==> src/rtl/imem_uart_loader_pkg.sv <==
// Shared types and constants for the UART-driven instruction memory loader.
package imem_uart_loader_pkg;

    localparam int unsigned IMEM_AW   = 13;
    localparam int unsigned IMEM_DW   = 32;
    localparam int unsigned LDR_LEN_W = 16;

    localparam logic [7:0] LDR_SYNC_BYTE = 8'hA5;

    typedef enum logic [2:0] {
        LDR_IDLE,
        LDR_SYNC,
        LDR_LEN_LO,
        LDR_LEN_HI,
        LDR_DATA,
        LDR_CSUM,
        LDR_DONE,
        LDR_ERR
    } ldr_state_e;

    typedef enum logic [1:0] {
        RX_IDLE,
        RX_START,
        RX_DATA,
        RX_STOP
    } rx_state_e;

    typedef struct packed {
        logic               we;
        logic [IMEM_AW-1:0] addr;
        logic [IMEM_DW-1:0] data;
    } imem_wr_t;

    // Word index to word-aligned byte address.
    function automatic logic [IMEM_AW-1:0] word_to_byte_addr(input logic [IMEM_AW-3:0] idx);
        return {idx, 2'b00};
    endfunction

endpackage

==> src/rtl/uart_rx_byte.sv <==
// 8N1 UART receiver: synchronizes the line, times the bits and emits one byte
// (or a framing error) per character as single-cycle pulses.
module uart_rx_byte
    import imem_uart_loader_pkg::*;
#(
    parameter int unsigned CLKS_PER_BIT = 434
) (
    input  logic       clk,
    input  logic       rst_n,
    input  logic       rx_i,
    output logic       byte_vld_o,
    output logic [7:0] byte_o,
    output logic       frm_err_o
);

    localparam int unsigned         CNT_W    = $clog2(CLKS_PER_BIT);
    localparam logic [CNT_W-1:0]    CNT_FULL = CNT_W'(CLKS_PER_BIT - 1);
    localparam logic [CNT_W-1:0]    CNT_HALF = CNT_W'(CLKS_PER_BIT / 2 - 1);

    logic             rx_meta_q, rx_sync_q, rx_prev_q;
    rx_state_e        state_q, state_d;
    logic [CNT_W-1:0] cnt_q, cnt_d;
    logic [2:0]       bit_q, bit_d;
    logic [7:0]       shift_q, shift_d;
    logic [7:0]       byte_q, byte_d;
    logic             vld_q, vld_d;
    logic             ferr_q, ferr_d;

    // Two-flop synchronizer plus one delayed copy for falling-edge detection.
    always_ff @(posedge clk or negedge rst_n) begin
        if (!rst_n) begin
            rx_meta_q <= 1'b1;
            rx_sync_q <= 1'b1;
            rx_prev_q <= 1'b1;
        end else begin
            rx_meta_q <= rx_i;
            rx_sync_q <= rx_meta_q;
            rx_prev_q <= rx_sync_q;
        end
    end

    always_ff @(posedge clk or negedge rst_n) begin
        if (!rst_n) begin
            state_q <= RX_IDLE;
            cnt_q   <= '0;
            bit_q   <= '0;
            shift_q <= '0;
            byte_q  <= '0;
            vld_q   <= 1'b0;
            ferr_q  <= 1'b0;
        end else begin
            state_q <= state_d;
            cnt_q   <= cnt_d;
            bit_q   <= bit_d;
            shift_q <= shift_d;
            byte_q  <= byte_d;
            vld_q   <= vld_d;
            ferr_q  <= ferr_d;
        end
    end

    always_comb begin
        state_d = state_q;
        cnt_d   = cnt_q + CNT_W'(1);
        bit_d   = bit_q;
        shift_d = shift_q;
        byte_d  = byte_q;
        vld_d   = 1'b0;
        ferr_d  = 1'b0;

        unique case (state_q)
            RX_IDLE: begin
                cnt_d = '0;
                if (rx_prev_q && !rx_sync_q) begin
                    state_d = RX_START;
                end
            end
            // Mid-start recheck rejects short low glitches.
            RX_START: begin
                if (cnt_q == CNT_HALF) begin
                    cnt_d = '0;
                    bit_d = '0;
                    state_d = rx_sync_q ? RX_IDLE : RX_DATA;
                end
            end
            RX_DATA: begin
                if (cnt_q == CNT_FULL) begin
                    cnt_d   = '0;
                    shift_d = {rx_sync_q, shift_q[7:1]};
                    bit_d   = bit_q + 3'd1;
                    if (bit_q == 3'd7) begin
                        state_d = RX_STOP;
                    end
                end
            end
            RX_STOP: begin
                if (cnt_q == CNT_FULL) begin
                    cnt_d   = '0;
                    state_d = RX_IDLE;
                    if (rx_sync_q) begin
                        vld_d  = 1'b1;
                        byte_d = shift_q;
                    end else begin
                        ferr_d = 1'b1;
                    end
                end
            end
            default: state_d = RX_IDLE;
        endcase
    end

    assign byte_vld_o = vld_q;
    assign byte_o     = byte_q;
    assign frm_err_o  = ferr_q;

endmodule

==> src/rtl/imem_uart_loader.sv <==
// Loads a framed program image from UART into imem while holding the CPU core
// in reset; releases the core once the image checksum matches.
module imem_uart_loader
    import imem_uart_loader_pkg::*;
#(
    parameter int unsigned CLKS_PER_BIT = 434,
    parameter int unsigned MAX_WORDS    = 2048,
    parameter int unsigned TIMEOUT_CLKS = 4_340_000
) (
    input  logic               clk,
    input  logic               rst_n,
    input  logic               uart_rx,
    input  logic               load_req,
    output logic               imem_we,
    output logic [IMEM_AW-1:0] imem_waddr,
    output logic [IMEM_DW-1:0] imem_wdata,
    output logic               cpu_rst_n,
    output logic               busy,
    output logic               done,
    output logic               err
);

    localparam int unsigned IDX_W = $clog2(MAX_WORDS + 1);
    localparam int unsigned TO_W  = $clog2(TIMEOUT_CLKS + 1);

    logic       rx_vld;
    logic [7:0] rx_byte;
    logic       rx_ferr;

    uart_rx_byte #(
        .CLKS_PER_BIT(CLKS_PER_BIT)
    ) u_rx (
        .clk       (clk),
        .rst_n     (rst_n),
        .rx_i      (uart_rx),
        .byte_vld_o(rx_vld),
        .byte_o    (rx_byte),
        .frm_err_o (rx_ferr)
    );

    ldr_state_e           state_q, state_d;
    logic [LDR_LEN_W-1:0] len_q, len_d;
    logic [IDX_W-1:0]     idx_q, idx_d;
    logic [1:0]           lane_q, lane_d;
    logic [23:0]          buf_q, buf_d;
    logic [7:0]           csum_q, csum_d;
    logic [TO_W-1:0]      gap_q, gap_d;
    imem_wr_t             wr_q, wr_d;
    logic                 cpu_rst_n_q, cpu_rst_n_d;
    logic                 busy_q, busy_d;
    logic                 done_q, done_d;
    logic                 err_q, err_d;

    logic                 active_c;
    logic                 timeout_c;
    logic [LDR_LEN_W-1:0] len_new_c;

    assign active_c  = (state_q == LDR_LEN_LO) || (state_q == LDR_LEN_HI) ||
                       (state_q == LDR_DATA)   || (state_q == LDR_CSUM);
    assign timeout_c = (gap_q == TO_W'(TIMEOUT_CLKS));

    always_ff @(posedge clk or negedge rst_n) begin
        if (!rst_n) begin
            state_q     <= LDR_IDLE;
            len_q       <= '0;
            idx_q       <= '0;
            lane_q      <= '0;
            buf_q       <= '0;
            csum_q      <= '0;
            gap_q       <= '0;
            wr_q        <= '0;
            cpu_rst_n_q <= 1'b0;
            busy_q      <= 1'b0;
            done_q      <= 1'b0;
            err_q       <= 1'b0;
        end else begin
            state_q     <= state_d;
            len_q       <= len_d;
            idx_q       <= idx_d;
            lane_q      <= lane_d;
            buf_q       <= buf_d;
            csum_q      <= csum_d;
            gap_q       <= gap_d;
            wr_q        <= wr_d;
            cpu_rst_n_q <= cpu_rst_n_d;
            busy_q      <= busy_d;
            done_q      <= done_d;
            err_q       <= err_d;
        end
    end

    always_comb begin
        state_d   = state_q;
        len_d     = len_q;
        idx_d     = idx_q;
        lane_d    = lane_q;
        buf_d     = buf_q;
        csum_d    = csum_q;
        wr_d      = wr_q;
        wr_d.we   = 1'b0;
        len_new_c = {rx_byte, len_q[7:0]};

        // Inter-byte gap counter, saturating at the timeout value.
        if (rx_vld) begin
            gap_d = '0;
        end else if (timeout_c) begin
            gap_d = gap_q;
        end else begin
            gap_d = gap_q + TO_W'(1);
        end

        // Dropping load_req aborts from any state; abort beats every other event.
        if (!load_req) begin
            state_d = LDR_IDLE;
        end else if (active_c && (rx_ferr || timeout_c)) begin
            state_d = LDR_ERR;
        end else begin
            unique case (state_q)
                LDR_IDLE: state_d = LDR_SYNC;
                LDR_SYNC: begin
                    if (rx_vld && (rx_byte == LDR_SYNC_BYTE)) begin
                        state_d = LDR_LEN_LO;
                    end
                end
                LDR_LEN_LO: begin
                    if (rx_vld) begin
                        len_d[7:0] = rx_byte;
                        state_d    = LDR_LEN_HI;
                    end
                end
                LDR_LEN_HI: begin
                    if (rx_vld) begin
                        len_d = len_new_c;
                        if ((len_new_c == '0) || (len_new_c > LDR_LEN_W'(MAX_WORDS))) begin
                            state_d = LDR_ERR;
                        end else begin
                            idx_d   = '0;
                            lane_d  = '0;
                            csum_d  = '0;
                            state_d = LDR_DATA;
                        end
                    end
                end
                LDR_DATA: begin
                    // Leave DATA only after the final word's write cycle.
                    if (wr_q.we && (LDR_LEN_W'(idx_q) == len_q)) begin
                        state_d = LDR_CSUM;
                    end else if (rx_vld) begin
                        csum_d = csum_q ^ rx_byte;
                        lane_d = lane_q + 2'd1;
                        unique case (lane_q)
                            2'd0: buf_d[7:0]   = rx_byte;
                            2'd1: buf_d[15:8]  = rx_byte;
                            2'd2: buf_d[23:16] = rx_byte;
                            default: begin
                                wr_d.we   = 1'b1;
                                wr_d.addr = word_to_byte_addr((IMEM_AW - 2)'(idx_q));
                                wr_d.data = {rx_byte, buf_q};
                                idx_d     = idx_q + IDX_W'(1);
                            end
                        endcase
                    end
                end
                LDR_CSUM: begin
                    if (rx_vld) begin
                        state_d = (rx_byte == csum_q) ? LDR_DONE : LDR_ERR;
                    end
                end
                LDR_DONE: state_d = LDR_DONE;
                LDR_ERR:  state_d = LDR_ERR;
                default:  state_d = LDR_IDLE;
            endcase
        end

        cpu_rst_n_d = (state_d == LDR_IDLE) || (state_d == LDR_DONE);
        busy_d      = (state_d == LDR_SYNC) || (state_d == LDR_LEN_LO) ||
                      (state_d == LDR_LEN_HI) || (state_d == LDR_DATA) ||
                      (state_d == LDR_CSUM);
        done_d      = (state_d == LDR_DONE);
        err_d       = (state_d == LDR_ERR);
    end

    assign imem_we    = wr_q.we;
    assign imem_waddr = wr_q.addr;
    assign imem_wdata = wr_q.data;
    assign cpu_rst_n  = cpu_rst_n_q;
    assign busy       = busy_q;
    assign done       = done_q;
    assign err        = err_q;

endmodule

==> config.mk <==
export PLATFORM = sky130hd
export DESIGN_NAME = imem_uart_loader
export DESIGN_NICKNAME = d
export VERILOG_FILES = /design/src/rtl/imem_uart_loader_pkg.sv /design/src/rtl/uart_rx_byte.sv /design/src/rtl/imem_uart_loader.sv
export SDC_FILE = /design/constraint.sdc
export NUM_CORES = 1
export LEC_CHECK = 0
export CORE_UTILIZATION = 63
export DETAILED_ROUTE_END_ITERATION = 10
export HOLD_SLACK_MARGIN = 0.03
export PLACE_DENSITY = 0.84
export REMOVE_ABC_BUFFERS = 1
export SLEW_MARGIN = 20
export SYNTH_ARGS = -nofsm -noshare
export SYNTH_HDL_FRONTEND = slang
export SYNTH_HIERARCHICAL = 1
export SYNTH_SLANG_ARGS = --single-unit
export TNS_END_PERCENT = 1
==> constraint.sdc <==
create_clock -name clk -period 5.4 [get_ports clk]
set_input_delay 0.54 -clock clk [delete_from_list [all_inputs] [get_ports clk]]
set_output_delay 0.54 -clock clk [all_outputs]
set_load 0.005 [all_outputs]
==> summary.md <==
| Metric | Value |
|---|---|
| Inst Count DP | `847` |
| Max VDD drop | `271 µV` |
| Top Ports | `54` |
| Hpwl dp | `10.3 mm` |
| Synth Warn # | `6` |
| Worst-Skew Late Latency | `430 ps` |
| Die Y | `114 µm` |
| Synth-to-Final Area Change | `15.2%` |
| Leakage | `4.28 nW` |
| Congestion Overflow GR | `0` |
| Routability-driven placement congestion ratio | `0.884` |
| First drt pass iteration count | `4` |
| Routed wl met3 | `732 µm` |
| Worst r2r dst | `imem_wdata[22]` |
| Final Cycle Share | `65.5%` |
| Leading area contributor after synthesis | `dfrtp_1` |
| Max Freq | `0.283 GHz` |
| Post-Synthesis Cells | `655` |
| Count leader, synth | `dfrtp_1` |
| Core box area | `12100 µm²` |
| Setup TNS | `0 ps` |
| Unrepaired setup endpoints after global routing | `false` |
| Yosys cell types | `65` |
| HP Class | `primary input to asynchronous set/reset pin` |
| Slew at the pin with the worst max-slew slack | `1060 ps` |
| Max clock buf depth | `2` |
| H-tree Lvls | `4` |
| Final Critical Period | `3540 ps` |
| Resize count post-CTS | `0` |
| Clock Sinks | `171` |
| Post-CTS Hold Buffers | `0` |
| DRT iter0 DRCs | `235` |
| Critical Path RT | `5710 ps` |
| Die X | `114 µm` |
| Outcome | `completed` |
| Final setup viols | `0` |
| Avg Cell Area, Syn | `12.0 µm²` |
| Endpoints failing hold | `0` |
| Slew Limit Fails | `0` |
| Antenna viol nets, final | `0` |
| Worst-path clk slew | `60 ps` |
| Synthesized flop and latch total | `171` |
| Global-route wire length before repair | `26.3 mm` |
| Slew headroom | `28.5%` |
| WL met1 | `6.76 mm` |
| Max Cap Viol | `0` |
| Worst Setup SP | `gap_q[0]` |
| Worst Setup Start Kind | `flop` |
| Gr usage total | `26.5%` |
| Nets@finish | `718` |
| Initial antenna violation count | `0` |
| CP Capture Type | `flop` |
| Post-CTS setup buffer count | `0` |
| CTS tree | `yes` |
| Routed WL | `15.7 mm` |
| Crit-path max FO | `27` |
| Power, Total | `2.51 mW` |
| Die area | `12900 µm²` |
| Multi-input gate area | `3360 µm²` |
| I/O Buffers | `51` |
| Synth cell count leaders | `168 x dfrtp_1, 73 x mux2_2, 54 x nor2_1` |
| PD cells | `277 nW/µm²` |
| DRC | `0` |
| Metal2 WL | `7.81 mm` |
| End of the critical path | `imem_wdata[22]` |
| DR WL/cell | `17.9 µm` |
| R2R Path Start | `gap_q[0]` |
| Yosys top cell area share | `53.5%` |
| Register area share after synthesis | `54.5%` |
| Synth async-reset ratio | `100%` |
| Layout fillers | `772` |
| R2R cell count | `10` |
| Layout cell share with drive strength beyond 1 | `19.0%` |
| Area after DPL | `8450 µm²` |
| Max Clock Skew | `11.3 ps` |
| Top Metal Used | `met4` |
| Cell area after layout | `9050 µm²` |
| Synth top area cells | `dfrtp_1 54%, mux2_2 10%, mux2_1 3.7%` |
| Setup Crit Path Kind | `flop to flop` |
| FF-to-FF setup slack | `1860 ps` |
| Post-synth EDFFs | `0` |
| CTS Buf Count | `17` |
| Antenna diode count | `0` |
| Site row count | `40` |
| Largest net degree at the start of global routing | `113` |
| Register area | `4280 µm²` |
| Main synth FF type | `dfrtp_1` |
| Root Buffer | `clkbuf_16` |
| Vias in the first global route | `5276` |
| Post-synthesis cell area | `7860 µm²` |
| Vias per std cell | `6.00` |
| Via count | `5276` |
| Non-Filler Instances | `879` |
| Initial Utilization | `65.1%` |
| Arrival time of the worst setup path | `3850 ps` |
[report_power, final]
| group | internal, mW | switching, mW | leakage (nW) |
|---|---|---|---|
| logic | 0.0161 | 0.0370 | 1.66 |
| registers | 1.29 | 0.00601 | 2.35 |
| clock network | 0.642 | 0.522 | 0.270 |
| total | 1.94 | 0.565 | 4.28 |
[cell usage in the layout, fill, tap and decap left out, drive strengths merged, types with 6 or more instances in the layout]
cell,instances
o21ai,25
o31ai,10
nor4b,6
nand4,12
a31oi,11
ha,15
a21oi,14
and3,6
dfrtp,168
nand2,40
nor3,6
nor2b,6
nor3b,6
clkdlybuf4s50,50
inv,23
nand3,14
nor4,7
clkbuf,17
xnor2,27
and4,7
nor2,56
mux2,100
buf,6
xor2,17
[per-stage QoR]
step                      worst slack, ps  utilization (%)  hold WS (ps)
after global placement               2110             70.1           346
after detailed placement             1890             70.1           347
after floorplan                      1780                -           244
after CTS                            1830             74.8           287
final                                1860             75.0          56.0
after global routing                 1640             75.0          93.3
[sequential cells by signal (all words and copies together) (netlist names), 8 cells and up, named ones only]
| register | count |
|---|---|
| gap_q | 23 |
| idx_q | 12 |
| csum_q | 8 |
| u_rx/shift_q | 8 |
| imem_waddr | 11 |
| buf_q | 24 |
| len_q | 16 |
| imem_wdata | 32 |
| u_rx/cnt_q | 9 |
| u_rx/byte_o | 8 |
[layer usage]
metal,track usage [%],up-vias
met3,6.11,42
met1,34.1,2657
met4,11.5,0
met2,43.5,158
met5,0,-
li1,-,2419
[cell type report]
cell class / count / area share (%)
Clock buffer: 17 / 4.70
Multi-Input combinational cell: 436 / 37.1
Inverter: 17 / 0.733
Clock inverter: 14 / 1.55
Tap cell: 168 / 2.32
Sequential cell: 171 / 47.3
Timing Repair Buffer: 56 / 6.29
[cell families (layout without fill, tap and decap cells)]
logic type                 count (synthesis)  after routing  share of synthesized area [%]
AOI/OAI and AO/OA                         83             83                           7.21
adders and majority gates                 15             15                           2.39
xor gates and xnor gates                  44             44                           4.90
other                                      1              2                         0.0477
buffers and inverters                     49            104                           2.93
DFF                                      171            171                           54.5
muxes                                    100            100                           14.4
and+or+nand+nor                          192            192                           13.6
[worst min path at each step]
stage                         startpoint             end  slack, ps
final                              rst_n        gap_q[2]         60
after global routing               rst_n        gap_q[2]         90
after CTS                          rst_n        idx_q[0]        290
after detailed placement  u_rx/rx_meta_q  u_rx/rx_sync_q        350
after global placement    u_rx/rx_meta_q  u_rx/rx_sync_q        350
after floorplan                    rst_n        buf_q[0]        240
[worst max-delay path, cell delays in order (launching register included)]
cell      delay (ps)
dfrtp_1          410
inv_1            140
ha_1             170
nor4b_1          280
nand2_1          210
o311ai_4         770
nor4b_4           90
nand2_1          430
buf_4            450
inv_4            120
mux2_1           330
Note: power is estimated with default switching activity, not from simulation.
